File: src/rtl/probador_compuerta.sv
// probador_compuerta: on-chip truth-table tester for small combinational gates.
// After start, drives every input combination onto o_vec_out in turn and holds each one for
// SETTLE cycles. On the following cycle it compares i_f_in with the expected bit from TABLA.
// Once the whole sweep is done it reports the mismatch count, the lowest failing vector and
// a pass flag.
//
// Ports:
//   i_clk         clock, rising edge
//   i_rst_n       asynchronous active-low reset
//   i_start       start a sweep (level; only acted on while idle or done)
//   o_vec_out     vector driven to the gate under test (bit 0 = a, bit 1 = b, ...)
//   i_f_in        gate output, combinational from o_vec_out
//   o_busy        sweep in progress
//   o_done        sweep finished, results valid until restart/reset
//   o_pass        done with zero mismatches
//   o_err_count   number of mismatching vectors (0 .. 2**N_IN)
//   o_first_fail  lowest mismatching vector index (valid when o_err_count > 0)
module probador_compuerta #(
    parameter int unsigned           N_IN   = 2,
    parameter logic [2**N_IN-1:0]    TABLA  = 4'b1000,
    parameter int unsigned           SETTLE = 2
) (
    input  logic            i_clk,
    input  logic            i_rst_n,
    input  logic            i_start,
    output logic [N_IN-1:0] o_vec_out,
    input  logic            i_f_in,
    output logic            o_busy,
    output logic            o_done,
    output logic            o_pass,
    output logic [N_IN:0]   o_err_count,
    output logic [N_IN-1:0] o_first_fail
);

    localparam int unsigned N_VEC = 2 ** N_IN;
    localparam int unsigned CNT_W = (SETTLE > 1) ? $clog2(SETTLE) : 1;
    localparam int unsigned ERR_W = N_IN + 1;

    typedef enum logic [1:0] {
        StIdle,
        StSettle,
        StCheck,
        StDone
    } state_e;

    state_e              r_state;
    state_e              w_state_d;
    logic [N_IN-1:0]     r_vec;
    logic [N_IN-1:0]     w_vec_d;
    logic [CNT_W-1:0]    r_cnt;
    logic [CNT_W-1:0]    w_cnt_d;
    logic                r_busy;
    logic                w_busy_d;
    logic                r_done;
    logic                w_done_d;
    logic                r_pass;
    logic                w_pass_d;
    logic [ERR_W-1:0]    r_err;
    logic [ERR_W-1:0]    w_err_d;
    logic [N_IN-1:0]     r_first;
    logic [N_IN-1:0]     w_first_d;

    logic                w_expected;
    logic                w_mismatch;

    assign w_expected = TABLA[r_vec];
    // Case inequality so an X/Z gate output is reported as a mismatch in simulation.
    assign w_mismatch = (i_f_in !== w_expected);

    always_ff @(posedge i_clk or negedge i_rst_n) begin
        if (!i_rst_n) begin
            r_state <= StIdle;
            r_vec   <= '0;
            r_cnt   <= '0;
            r_busy  <= 1'b0;
            r_done  <= 1'b0;
            r_pass  <= 1'b0;
            r_err   <= '0;
            r_first <= '0;
        end else begin
            r_state <= w_state_d;
            r_vec   <= w_vec_d;
            r_cnt   <= w_cnt_d;
            r_busy  <= w_busy_d;
            r_done  <= w_done_d;
            r_pass  <= w_pass_d;
            r_err   <= w_err_d;
            r_first <= w_first_d;
        end
    end

    always_comb begin
        w_state_d = r_state;
        w_vec_d   = r_vec;
        w_cnt_d   = r_cnt;
        w_busy_d  = r_busy;
        w_done_d  = r_done;
        w_pass_d  = r_pass;
        w_err_d   = r_err;
        w_first_d = r_first;

        case (r_state)
            StIdle, StDone: begin
                if (i_start) begin
                    w_state_d = StSettle;
                    w_vec_d   = '0;
                    w_cnt_d   = '0;
                    w_busy_d  = 1'b1;
                    w_done_d  = 1'b0;
                    w_pass_d  = 1'b0;
                    w_err_d   = '0;
                    w_first_d = '0;
                end
            end
            StSettle: begin
                if (r_cnt == CNT_W'(SETTLE - 1)) begin
                    w_state_d = StCheck;
                    w_cnt_d   = '0;
                end else begin
                    w_cnt_d   = r_cnt + CNT_W'(1);
                end
            end
            StCheck: begin
                if (w_mismatch) begin
                    w_err_d = r_err + ERR_W'(1);
                    if (r_err == '0) begin
                        w_first_d = r_vec;
                    end
                end
                if (r_vec == N_IN'(N_VEC - 1)) begin
                    w_state_d = StDone;
                    w_busy_d  = 1'b0;
                    w_done_d  = 1'b1;
                    w_pass_d  = (w_err_d == '0);
                end else begin
                    w_state_d = StSettle;
                    w_vec_d   = r_vec + N_IN'(1);
                end
            end
            default: begin
                w_state_d = StIdle;
            end
        endcase
    end

    assign o_vec_out    = r_vec;
    assign o_busy       = r_busy;
    assign o_done       = r_done;
    assign o_pass       = r_pass;
    assign o_err_count  = r_err;
    assign o_first_fail = r_first;

endmodule
File: config.mk
export PLATFORM = sky130hd
export DESIGN_NAME = probador_compuerta
export DESIGN_NICKNAME = d
export VERILOG_FILES = /design/src/rtl/probador_compuerta.sv
export SDC_FILE = /design/constraint.sdc
export NUM_CORES = 1
export LEC_CHECK = 0
export BUFFER_PORTS_ARGS = -buffer_cell sky130_fd_sc_hd__buf_2
export CAP_MARGIN = 10
export CORE_MARGIN = 3
export CORE_UTILIZATION = 45
export CTS_BUF_LIST = sky130_fd_sc_hd__clkbuf_16
export DETAILED_ROUTE_END_ITERATION = 6
export PLACE_DENSITY = 0.65
export REMOVE_ABC_BUFFERS = 1
export SYNTH_ARGS = -nofsm -noshare
export SYNTH_HDL_FRONTEND = slang
export SYNTH_SLANG_ARGS = --single-unit
File: constraint.sdc
create_clock -name i_clk -period 4.9 [get_ports i_clk]
set_clock_uncertainty 0.1 [all_clocks]
set_input_delay 0.245 -clock i_clk [delete_from_list [all_inputs] [get_ports i_clk]]
set_output_delay 0.245 -clock i_clk [all_outputs]
set_load 0.02 [all_outputs]
==> impl_metrics.xml <==
<?xml version="1.0" encoding="UTF-8"?>
<metrics>
  <group name="route">
    <metric name="detailroute.via_count" unit="">861</metric>
    <metric name="ant_nets" unit="">0</metric>
    <metric name="firstDrtPassIters" unit="">4</metric>
    <metric name="drt_drc_violations_left" unit="">0</metric>
    <metric name="routed_via_density" unit="">5.66</metric>
    <metric name="detail_route.iter0.violations" unit="">19</metric>
    <metric name="routed_wire_length_per_instance" unit="um">13.7</metric>
    <metric name="postRouteWirelength" unit="um">2080</metric>
  </group>
  <group name="cells_and_area">
    <metric name="drive_above_1_share" unit="%">16.0</metric>
    <metric name="flow.area_growth_from_synthesis" unit="%">13.8</metric>
    <metric name="layout.filler_cells" unit="">197</metric>
    <metric name="final_net_count" unit="">137</metric>
    <metric name="finalNonFillerCells" unit="">152</metric>
    <metric name="antenna_cells" unit="">0</metric>
  </group>
  <group name="die">
    <metric name="fp.dieArea" unit="mm2">0.00282</metric>
    <metric name="core.rowCount" unit="">16</metric>
    <metric name="top_level_ports" unit="">14</metric>
    <metric name="die_width" unit="um">53.1</metric>
    <metric name="die_y" unit="um">53.1</metric>
    <metric name="core-area" unit="mm2">0.00202</metric>
    <metric name="floorplan.initialDensity" unit="%">49.3</metric>
  </group>
  <group name="global_routing">
    <metric name="antenna_found_initial" unit="">0</metric>
    <metric name="globalRouteTotalUtil" unit="%">16.4</metric>
    <metric name="grt_pass1_wl" unit="um">3390</metric>
    <metric name="globalRoute.totalOverflow" unit="">0</metric>
    <metric name="grt_start_max_net_pins" unit="">22</metric>
    <metric name="grt_pass1_vias" unit="">772</metric>
  </group>
  <group name="synth">
    <metric name="synth-seq-cells" unit="">13</metric>
    <metric name="synth_sequential_area_ratio" unit="%">32.6</metric>
    <metric name="synth_top_cells_by_count" unit="">13 x dfrtp_1, 10 x a21oi_1, 10 x nor2_1, 9 x o21ai_0</metric>
    <metric name="cell_taking_the_most_area_after_synthesis" unit="">dfrtp_1</metric>
    <metric name="post_synth_num_cell_types" unit="">36</metric>
    <metric name="synth_top_flop_cell" unit="">dfrtp_1</metric>
    <metric name="synth-edff-count" unit="">0</metric>
    <metric name="synth_largest_type_area_fraction" unit="%">32.6</metric>
    <metric name="yosys.cell_count.top_type" unit="">dfrtp_1</metric>
    <metric name="netlist_top_cells_area" unit="">dfrtp_1 33%, ha_1 8.8%, a21oi_1 5.0%, o21ai_0 4.5%, mux2i_1 4.0%</metric>
    <metric name="synthesis.area" unit="um2">997</metric>
    <metric name="synthArstFlopShare" unit="%">100</metric>
    <metric name="postSynthCellCount" unit="">114</metric>
    <metric name="yosys_warnings" unit="">0</metric>
    <metric name="synthesized_area_per_cell" unit="um2">8.75</metric>
  </group>
  <group name="clocking">
    <metric name="clock_insertion_delay_worst_skew" unit="ns">0.24</metric>
    <metric name="clock_buffers_created_by_tritoncts" unit="">3</metric>
    <metric name="clockRootBuffer" unit="">clkbuf_16</metric>
    <metric name="clk_path_buf_depth" unit="">2</metric>
    <metric name="cts.sinks" unit="">13</metric>
    <metric name="cts.htree.levels" unit="">1</metric>
    <metric name="setup_repair_bufs_after_cts" unit="">0</metric>
    <metric name="tritoncts_clock_tree" unit="">built</metric>
    <metric name="cts.clk_slew.worst_paths" unit="ns">0.05</metric>
  </group>
  <group name="place">
    <metric name="dp.final_hpwl" unit="um">1410</metric>
    <metric name="io_buffer_count" unit="">13</metric>
    <metric name="finalWeightedCongestion" unit="">0.736</metric>
    <metric name="post-place-cells" unit="">147</metric>
  </group>
  <group name="sta">
    <metric name="post-route-min-period" unit="ns">1.89</metric>
    <metric name="slew_viol_final" unit="">0</metric>
    <metric name="final-hold-violation-count" unit="">0</metric>
    <metric name="finalSetupTns" unit="ns">0</metric>
    <metric name="setup_viols_final" unit="">0</metric>
    <metric name="worst_pin_slew" unit="ns">0.742</metric>
    <metric name="min_period_over_period" unit="%">38.6</metric>
    <metric name="rsz0062_at_grt" unit="">no</metric>
    <metric name="timing.slew.headroom" unit="%">50.6</metric>
    <metric name="hold_ws" unit="ns">0.328</metric>
    <metric name="maximum_clock_frequency" unit="MHz">529</metric>
  </group>
  <group name="hold_path">
    <metric name="hp-class" unit="">in2async</metric>
  </group>
  <group name="power">
    <metric name="peak_supply_drop" unit="V">0.000308</metric>
    <metric name="p_total" unit="W">0.000561</metric>
    <metric name="power.density" unit="mW/mm2">494</metric>
    <metric name="p_leak" unit="nW">0.530</metric>
  </group>
  <group name="worst_setup_path">
    <metric name="worst_r2r_startpoint" unit="">o_vec_out[0]</metric>
    <metric name="critPathCaptureType" unit="">flip-flop</metric>
    <metric name="critical_path.max_fanout" unit="">8</metric>
    <metric name="r2r.worst_path.cells" unit="">5</metric>
    <metric name="critical_path_max_stage_delay" unit="ns">0.46</metric>
    <metric name="worstReg2RegEnd" unit="">o_pass</metric>
    <metric name="cells_along_the_critical_path" unit="">ha_1, xor2_1, mux2_1, nor3_1, o21ai_1</metric>
    <metric name="r2r_slack" unit="ns">3.01</metric>
    <metric name="endpoint_arrival_time_on_the_critical_path" unit="ns">1.91</metric>
    <metric name="timing.critical_path.slowest_stage_cell" unit="">dfrtp_1</metric>
    <metric name="worst-setup-path-type" unit="">reg2reg</metric>
    <metric name="start_kind" unit="">flip-flop</metric>
    <metric name="worst_ep_required_time" unit="ns">4.92</metric>
  </group>
  <group name="status">
    <metric name="run_status" unit="">completed</metric>
  </group>
  <group name="run">
    <metric name="max_cap_violations" unit="">0</metric>
  </group>
</metrics>
worst max-delay path, delay by kind of cell, from the launching register on:
| kind | cells | cell delay (ns) |
|---|---|---|
| adder cells (fa/ha/maj) | 1 | 0.35 |
| XOR/XNOR | 1 | 0.27 |
| flip-flops | 1 | 0.46 |
| AO/OA/AOI/OAI | 1 | 0.07 |
| AND/OR/NAND/NOR | 1 | 0.18 |
| multiplexers | 1 | 0.34 |
routing by layer:
| metal | wire length (um) | track usage (%) | vias up | part of all wire [%] |
|---|---|---|---|---|
| li1 | - | - | 428 | - |
| met1 | 1000 | 20.1 | 411 | 48 |
| met2 | 983 | 28.1 | 22 | 47 |
| met3 | 100 | 5.35 | 0 | 4.8 |
| met4 | 0 | 2.98 | 0 | 0 |
| met5 | 0 | 0 | - | 0 |
state kept, by name, summed over array words and instances (netlist names):
register / cells
o_busy: 1
r_state: 2
r_cnt: 1
o_pass: 1
o_first_fail: 2
o_vec_out: 2
o_err_count: 3
o_done: 1
worst max path at each step:
stage                  from     end  slack (ns)  cells past startpoint
2_1_floorplan  o_vec_out[1]  o_pass        3.01                      5
3_3_place_gp   o_vec_out[0]  o_pass        3.04                      5
3_5_place_dp   o_vec_out[1]  o_pass        3.01                      5
4_1_cts        o_vec_out[0]  o_pass        3.00                      5
5_1_grt        o_vec_out[0]  o_pass        2.84                      5
6_report       o_vec_out[0]  o_pass        3.01                      5
what timing repair did:
item / 4_1_cts / 5_1_grt
hold buffers: 1 / 0
endpoints found under the hold margin: 13 / 0
resized for setup: 0 / 0
setup endpoints to repair: 0 / 0
power by group:
group / total (W) / leakage (nW) / switching (W) / internal (W)
Clock: 0.000152 / 0.0423 / 0.0000448 / 0.000108
Sequential: 0.000160 / 0.169 / 0.0000291 / 0.000131
Combinational: 0.000248 / 0.319 / 0.000153 / 0.0000953
Total: 0.000561 / 0.530 / 0.000227 / 0.000334
per-stage QoR:
stage          util, %  worst slack, ns  instance area (um2)
6_report          56.1             3.01                 1130
5_1_grt           56.1             2.84                 1130
4_1_cts           56.1             3.00                 1130
3_5_place_dp      51.7             3.01                 1050
3_3_place_gp      51.7             3.04                 1050
2_1_floorplan        -             3.01                  947
cell usage in the layout, fill, tap and decap left out, types with 4 or more instances in the layout:
cell type / synthesis / routed
inv_1: 7 / 8
nand3_1: 4 / 4
o21ai_0: 9 / 9
mux2i_1: 4 / 4
a21oi_1: 10 / 10
nand2b_1: 4 / 4
nor2_1: 10 / 10
buf_2: 2 / 13
ha_1: 7 / 7
dfrtp_1: 13 / 13
cell type report:
class	instances	area, um2	share of cell area [%]
clock inverter	1	3.75	0.331
sequential	13	325	28.7
timing repair buffer	14	75.1	6.62
inverter	7	26.3	2.32
clock buffer	3	75.1	6.62
multi-input combinational	87	596	52.5
tap	27	33.8	2.98
cells by family (layout without fill, tap and decap cells):
logic type | Yosys count | count (layout) | share of synthesized area (%)
flops | 13 | 13 | 32.6
xor+xnor | 4 | 4 | 4.27
simple gates | 38 | 38 | 21.6
fa+ha+maj | 7 | 7 | 8.78
mux | 5 | 5 | 5.14
compound gates | 33 | 33 | 19.9
buf+inv | 14 | 25 | 7.65
No activity file was read; power rests on OpenSTA's default activity.
